--- config.mk ---
export PLATFORM = sky130hd
export DESIGN_NAME = register_map_sync
export DESIGN_NICKNAME = d
export VERILOG_FILES = /design/src/rtl/register_map_sync.sv
export SDC_FILE = /design/constraint.sdc
export NUM_CORES = 2
export LEC_CHECK = 0
export CAP_MARGIN = 10
export CELL_PAD_IN_SITES_DETAIL_PLACEMENT = 1
export CELL_PAD_IN_SITES_GLOBAL_PLACEMENT = 1
export CORE_AREA = 2 2 412 414
export DETAILED_ROUTE_END_ITERATION = 10
export DIE_AREA = 0 0 414 416
export PLACE_DENSITY = 0.67
export SLEW_MARGIN = 20
export SYNTH_ARGS = -nofsm -noshare
export SYNTH_HDL_FRONTEND = slang
export SYNTH_SLANG_ARGS = --single-unit
--- constraint.sdc ---
create_clock -name clk_i -period 2.48 [get_ports clk_i]
set_clock_uncertainty 0.05 [all_clocks]
set_input_delay 0.248 -clock clk_i [delete_from_list [all_inputs] [get_ports clk_i]]
set_output_delay 0.248 -clock clk_i [all_outputs]
set_load 0.03 [all_outputs]
--- src/rtl/register_map_sync.sv ---
// Register map between an SPI slave and user logic: synchronised strobes, config R/W, coherent status snapshots.
// Optional sticky status accumulation is built when REG_MAP_STATUS_STICKY_EN is defined.
module register_map_sync #(
   parameter int unsigned ADDR_WIDTH     = 7,
   parameter int unsigned DATA_WIDTH     = 8,
   parameter int unsigned NUM_CONFIG_REG = 96,
   parameter int unsigned NUM_STATUS_REG = 32,
   parameter logic [DATA_WIDTH*NUM_CONFIG_REG-1:0] CONFIG_RESET = '0,
   parameter int unsigned SYNC_STAGES    = 2
) (
   input  logic                                 clk_i,
   input  logic                                 rstn_n,
   input  logic [ADDR_WIDTH-1:0]                addr_i,
   input  logic [DATA_WIDTH-1:0]                write_data_i,
   input  logic                                 write_en_i,
   input  logic                                 read_en_i,
   output logic [DATA_WIDTH-1:0]                read_data_o,
   output logic [DATA_WIDTH*NUM_CONFIG_REG-1:0] config_bus_o,
   input  logic [DATA_WIDTH*NUM_STATUS_REG-1:0] status_bus_i,
   output logic                                 write_ack_o,
   output logic [7:0]                           err_count_o
);

   localparam int unsigned CFG_W = DATA_WIDTH * NUM_CONFIG_REG;
   localparam int unsigned STS_W = DATA_WIDTH * NUM_STATUS_REG;
   localparam logic [ADDR_WIDTH:0] CFG_END = (ADDR_WIDTH + 1)'(NUM_CONFIG_REG);
   localparam logic [ADDR_WIDTH:0] STS_END = (ADDR_WIDTH + 1)'(NUM_CONFIG_REG + NUM_STATUS_REG);

   if (NUM_CONFIG_REG + NUM_STATUS_REG > 2 ** ADDR_WIDTH) begin : g_bad_map
      $error("register_map_sync: register count exceeds the address space");
   end
   if (SYNC_STAGES < 2) begin : g_bad_sync
      $error("register_map_sync: SYNC_STAGES must be at least 2");
   end

   logic [SYNC_STAGES-1:0] wr_sync_q, wr_sync_d;
   logic [SYNC_STAGES-1:0] rd_sync_q, rd_sync_d;
   logic                   wr_last_q, wr_last_d;
   logic                   rd_last_q, rd_last_d;
   logic                   wr_p, rd_p;

   logic [CFG_W-1:0]       cfg_q, cfg_d;
   logic [STS_W-1:0]       snap_q, snap_d;
   logic [STS_W-1:0]       load_val;
   logic [DATA_WIDTH-1:0]  rdata_q, rdata_d;
   logic                   ack_q, ack_d;
   logic [7:0]             err_q, err_d;

   logic [ADDR_WIDTH:0]    addr_ext;
   logic [ADDR_WIDTH-1:0]  sts_idx;
   logic                   is_cfg, is_sts, is_unm;
   logic                   sts_base_rd;
   int unsigned            cfg_off, sts_off;

   // Strobes are level-held from another clock domain; a rising edge after the last stage is one access.
   always_comb begin
      wr_sync_d = {wr_sync_q[SYNC_STAGES-2:0], write_en_i};
      rd_sync_d = {rd_sync_q[SYNC_STAGES-2:0], read_en_i};
      wr_last_d = wr_sync_q[SYNC_STAGES-1];
      rd_last_d = rd_sync_q[SYNC_STAGES-1];
      wr_p      = wr_sync_q[SYNC_STAGES-1] & ~wr_last_q;
      rd_p      = rd_sync_q[SYNC_STAGES-1] & ~rd_last_q;
   end

   always_comb begin
      addr_ext    = {1'b0, addr_i};
      is_cfg      = (addr_ext < CFG_END);
      is_sts      = !is_cfg && (addr_ext < STS_END);
      is_unm      = !is_cfg && !is_sts;
      sts_idx     = addr_i - CFG_END[ADDR_WIDTH-1:0];
      cfg_off     = 32'(addr_i) * DATA_WIDTH;
      sts_off     = 32'(sts_idx) * DATA_WIDTH;
      sts_base_rd = rd_p && is_sts && (sts_idx == '0);
   end

`ifdef REG_MAP_STATUS_STICKY_EN
   logic [STS_W-1:0] acc_q, acc_d;

   // Base read hands the accumulated 1s to the snapshot and restarts from live status, so nothing is dropped.
   always_comb begin
      load_val = acc_q | status_bus_i;
      acc_d    = sts_base_rd ? status_bus_i : (acc_q | status_bus_i);
   end

   always_ff @(posedge clk_i or negedge rstn_n) begin
      if (!rstn_n) begin
         acc_q <= '0;
      end else begin
         acc_q <= acc_d;
      end
   end
`else
   always_comb begin
      load_val = status_bus_i;
   end
`endif

   always_comb begin
      cfg_d   = cfg_q;
      snap_d  = snap_q;
      rdata_d = rdata_q;
      ack_d   = 1'b0;
      err_d   = err_q;

      if (wr_p && is_cfg) begin
         cfg_d[cfg_off +: DATA_WIDTH] = write_data_i;
         ack_d                        = 1'b1;
      end

      // Reads use cfg_q, so a write landing in the same cycle returns the pre-write value.
      if (rd_p) begin
         if (is_cfg) begin
            rdata_d = cfg_q[cfg_off +: DATA_WIDTH];
         end else if (sts_base_rd) begin
            snap_d  = load_val;
            rdata_d = load_val[DATA_WIDTH-1:0];
         end else if (is_sts) begin
            rdata_d = snap_q[sts_off +: DATA_WIDTH];
         end else begin
            rdata_d = '0;
         end
      end

      // Both strobes share one address, so a cycle adds at most one error.
      if ((wr_p || rd_p) && is_unm && (err_q != 8'hFF)) begin
         err_d = err_q + 8'd1;
      end
   end

   always_ff @(posedge clk_i or negedge rstn_n) begin
      if (!rstn_n) begin
         wr_sync_q <= '0;
         rd_sync_q <= '0;
         wr_last_q <= 1'b0;
         rd_last_q <= 1'b0;
         cfg_q     <= CONFIG_RESET;
         snap_q    <= '0;
         rdata_q   <= '0;
         ack_q     <= 1'b0;
         err_q     <= 8'h00;
      end else begin
         wr_sync_q <= wr_sync_d;
         rd_sync_q <= rd_sync_d;
         wr_last_q <= wr_last_d;
         rd_last_q <= rd_last_d;
         cfg_q     <= cfg_d;
         snap_q    <= snap_d;
         rdata_q   <= rdata_d;
         ack_q     <= ack_d;
         err_q     <= err_d;
      end
   end

   assign config_bus_o = cfg_q;
   assign read_data_o  = rdata_q;
   assign write_ack_o  = ack_q;
   assign err_count_o  = err_q;

endmodule

==> reports/qor.txt <==
Yosys warnings -> 0
Largest net degree at the start of global routing -> 83
Worst-path clk slew -> 0.06 ns
Worst Path Required -> 3.06 ns
DP HPWL -> 225200 um
Synthesized flop and latch total -> 1039
Vias in the first global route -> 44533
# setup viols final -> 0
Reg2Reg Setup Slack -> 0.02 ns
Share of the synthesized area in the top cell type -> 52.05%
CTS tree -> yes
Total gr overflow -> 0
Avg WL per Cell -> 36.78 um
CTS Root Cell -> clkbuf_16
Min Clock Period, post-route -> 2.460 ns
Final hold viol count -> 0
Seq/Total Area, Yosys -> 52.05%
Worst path most repeated cell -> or4_4
Max-cap violations -> 0
Critical path arrival -> 3.04 ns
Asr flop ratio synth -> 100.0%
DRC -> 0
Worst Tran Pin Value -> 0.9686 ns
Fin nets -> 5588
DIE AREA -> 172200 um2
Die extent in x -> 414 um
F_max -> 406.6 MHz
Hold path startpoint -> write_en_i
Mapped cell area -> 49960 um2
Hold endpoint -> wr_sync_q[0]
Crit end category -> flip-flop
Status -> finished, final reports clean
Reg2reg end -> config_bus_o[101]
Area Overhead vs Synth -> 50.08%
Std cell rows -> 151
Initial Util -> 29.71%
Cell family with most CP delay -> simple AND/OR/NAND/NOR gates
DIE HEIGHT -> 416 um
Final non-filler cell area -> 74970 um2
Clock Path Buffers -> 3
1st-iter DRT viols -> 3459
Startpoint Class -> flip-flop
# H-tree levels -> 3
Crit-path slowest cell -> or4_4
All-Layer GR Usage -> 31.92%
CP Max Fanout -> 8
Core Region -> 168100 um2
TritonCTS Sinks -> 1039
Sequential standard cell area -> 26000 um2
Layout cells sized above 1 -> 40.64%
Pre-antenna DRT Iters -> 5
First-pass GRT wire length -> 383300 um
Routed WL -> 280700 um
Multi-input logic area -> 23990 um2
Register-to-Register Path Depth -> 7
Critical-path cell list -> nor3b_2, buf_4, nand2_4, or4_4, or4_4, buf_6, mux2_1
Synth Instances -> 3647
# IOs -> 1060
Via count -> 41854
Critical path class -> reg -> reg
Initial antenna violation count -> 22
CTS Buf Count -> 118
Normalized max-slew margin -> 35.19%
Unrepaired setup endpoints after global routing -> yes
Buffers plus inverters on the worst setup path -> 2
I/O Buffers -> 1051
IR Drop Worst-Case VDD -> 0.5083 mV
Placed inst area -> 70500 um2
HP Class -> in -> reg
Tcrit/Tclk final -> 99.17%
Routability congestion estimate -> 0.9448
EDFF count, synth -> 0
Skew-Pair Late Insertion Delay -> 0.76 ns
Finished Core Util -> 44.59%
Max-slew violation count -> 0
Reg2Reg Launch Point -> wr_last_q
Filler cell count -> 17290
Yosys cell types -> 62
Final antenna-violating net count -> 0
Worst hold stages -> 1
Area leader, netlist -> dfrtp_1
DR vias/cell -> 5.485
Fin Setup TNS -> 0 ns
Synth area leaders -> dfrtp_1, mux2_2, mux4_2
Leak Pwr -> 33.66 nW
Slowest stage delay, CP -> 0.53 ns
Pwr/cell area -> 541.8 nW/um2
Syn_area_per_cell -> 13.70 um2
Synth Flop Type -> dfrtp_1
## layout make-up
| cell class | count | share of cell area, % |
|---|---|---|
| inverters | 15 | 0.07844 |
| repair buffers | 1785 | 23.87 |
| flip-flops and latches | 1039 | 34.68 |
| clock inverters | 56 | 1.131 |
| multi-input cells | 2350 | 32.00 |
| well taps | 2218 | 3.702 |
| diodes | 6 | 0.02003 |
| clock buffers | 161 | 4.516 |
## cell families (layout without fill, tap and decap cells)
| logic type | Yosys count | count (layout) | share of synthesized area [%] |
|---|---|---|---|
| and+or+nand+nor | 660 | 660 | 6.547 |
| xor gates and xnor gates | 6 | 6 | 0.1052 |
| other | 1 | 14 | 0.007507 |
| adders and majority gates | 4 | 4 | 0.1002 |
| DFF | 1039 | 1039 | 52.05 |
| AOI/OAI and AO/OA | 371 | 371 | 5.150 |
| muxes | 1301 | 1301 | 33.89 |
| buffers and inverters | 265 | 2017 | 2.154 |
## per-layer routing
| metal | GRT usage (%) | vias to the layer above | part of all wire [%] | wire, um |
|---|---|---|---|---|
| li1 | - | 17028 | - | - |
| met1 | 37.68 | 22486 | 38 | 106400 |
| met2 | 54.85 | 1848 | 50 | 139500 |
| met3 | 7.111 | 464 | 6.7 | 18710 |
| met4 | 15.68 | 28 | 5.7 | 15860 |
| met5 | 0 | - | 0.063 | 176 |
## synthesized netlist by cell type (9+ instances only)
| master | n |
|---|---|
| buf_4 | 10 |
| mux2_2 | 925 |
| and3_1 | 18 |
| o22ai_1 | 24 |
| a21oi_1 | 33 |
| nor2_1 | 230 |
| o21ai_0 | 101 |
| o41ai_1 | 76 |
| a21o_1 | 9 |
| and2_1 | 9 |
| a2111oi_0 | 10 |
| nor4_4 | 18 |
| a22oi_1 | 33 |
| nor2_2 | 9 |
| nand4_1 | 18 |
| mux4_2 | 219 |
| buf_2 | 29 |
| nor3_1 | 93 |
| clkbuf_1 | 168 |
| nand3_1 | 40 |
| o211ai_1 | 43 |
| nand2_1 | 176 |
| dfrtp_1 | 1039 |
| inv_1 | 14 |
| buf_1 | 42 |
| nor2b_1 | 12 |
| mux2i_1 | 149 |
## flip-flops by register name, indices dropped and copies added, names as in the netlist
| register | flops |
|---|---|
| read_data_o | 8 |
| write_ack_o | 1 |
| wr_last_q | 1 |
| config_bus_o | 768 |
| snap_q | 256 |
| rd_last_q | 1 |
| rd_sync_q | 2 |
| wr_sync_q | 2 |
## worst reg2reg max path: cells and delay by family (launching register included)
family,cells,cell delay (ns)
buffers and inverters,2,0.31
flip-flops,1,0.40
multiplexers,1,0.32
AND/OR/NAND/NOR,4,1.25
## stage by stage
step | setup WS [ns] | total power, mW | std cells | hold WS (ns)
finish | 0.02050 | 40.62 | 7630 | 0.05642
global route | -0.02466 | 41.65 | 7626 | 0.02943
CTS | 0.0001064 | 40.82 | 7622 | 0.0004226
detailed placement | -0.7966 | 21.67 | 7401 | 0.1838
global placement | -0.7892 | 21.64 | 7401 | 0.1800
floorplan | -1.573 | 18.95 | 3654 | -0.09759
## cell usage in the layout (no fill, tap or decap), types with 9 or more instances in the layout
cell type	count
dfrtp_1	1037
clkdlybuf4s50_1	1037
mux2_2	786
buf_4	584
nor2_1	226
mux4_2	219
nand2_1	175
buf_12	148
mux2i_1	146
mux2_4	141
clkbuf_16	119
o21ai_0	98
nor3_1	92
o41ai_1	53
o211ai_1	43
nand3_1	40
a22oi_1	33
a21oi_1	30
clkbuf_8	25
o22ai_1	24
o41ai_2	22
nand4_1	18
and3_1	18
nor4_4	18
bufinv_16	18
clkbuf_1	17
clkinv_2	15
inv_1	13
nor2_2	10
clkinvlp_4	10
a2111oi_2	9
and2_1	9
nor2b_1	9
a21o_1	9
## worst max path at each step
stage	from	endpoint	slack (ns)	cells after the start
final	wr_last_q	config_bus_o[101]	0.02	7
after global placement	addr_i[5]	read_data_o[1]	-0.79	11
after global routing	wr_last_q	config_bus_o[101]	-0.02	7
after CTS	config_bus_o[135]	config_bus_o[135]	0.0001	1
after floorplan	addr_i[1]	config_bus_o[112]	-1.57	19
after detailed placement	addr_i[5]	read_data_o[1]	-0.80	11
## where the power goes
part | total, mW | leakage [nW] | switching (mW) | internal, mW
clock | 19.2 | 2.05 | 7.76 | 11.4
combinational | 4.18 | 17.1 | 2.50 | 1.68
sequential | 17.2 | 14.5 | 0.133 | 17.1
total | 40.6 | 33.7 | 10.4 | 30.2
## timing repair
item / 4_1_cts / 5_1_grt
pin swaps: 2 / 5
resized for setup: 13 / 18
hold buffers: 4 / 0
setup buffers: 0 / 2
endpoints found under the setup margin: 67 / 53
hold endpoints to repair: 331 / 0
Note: power is estimated with default switching activity, not from simulation.
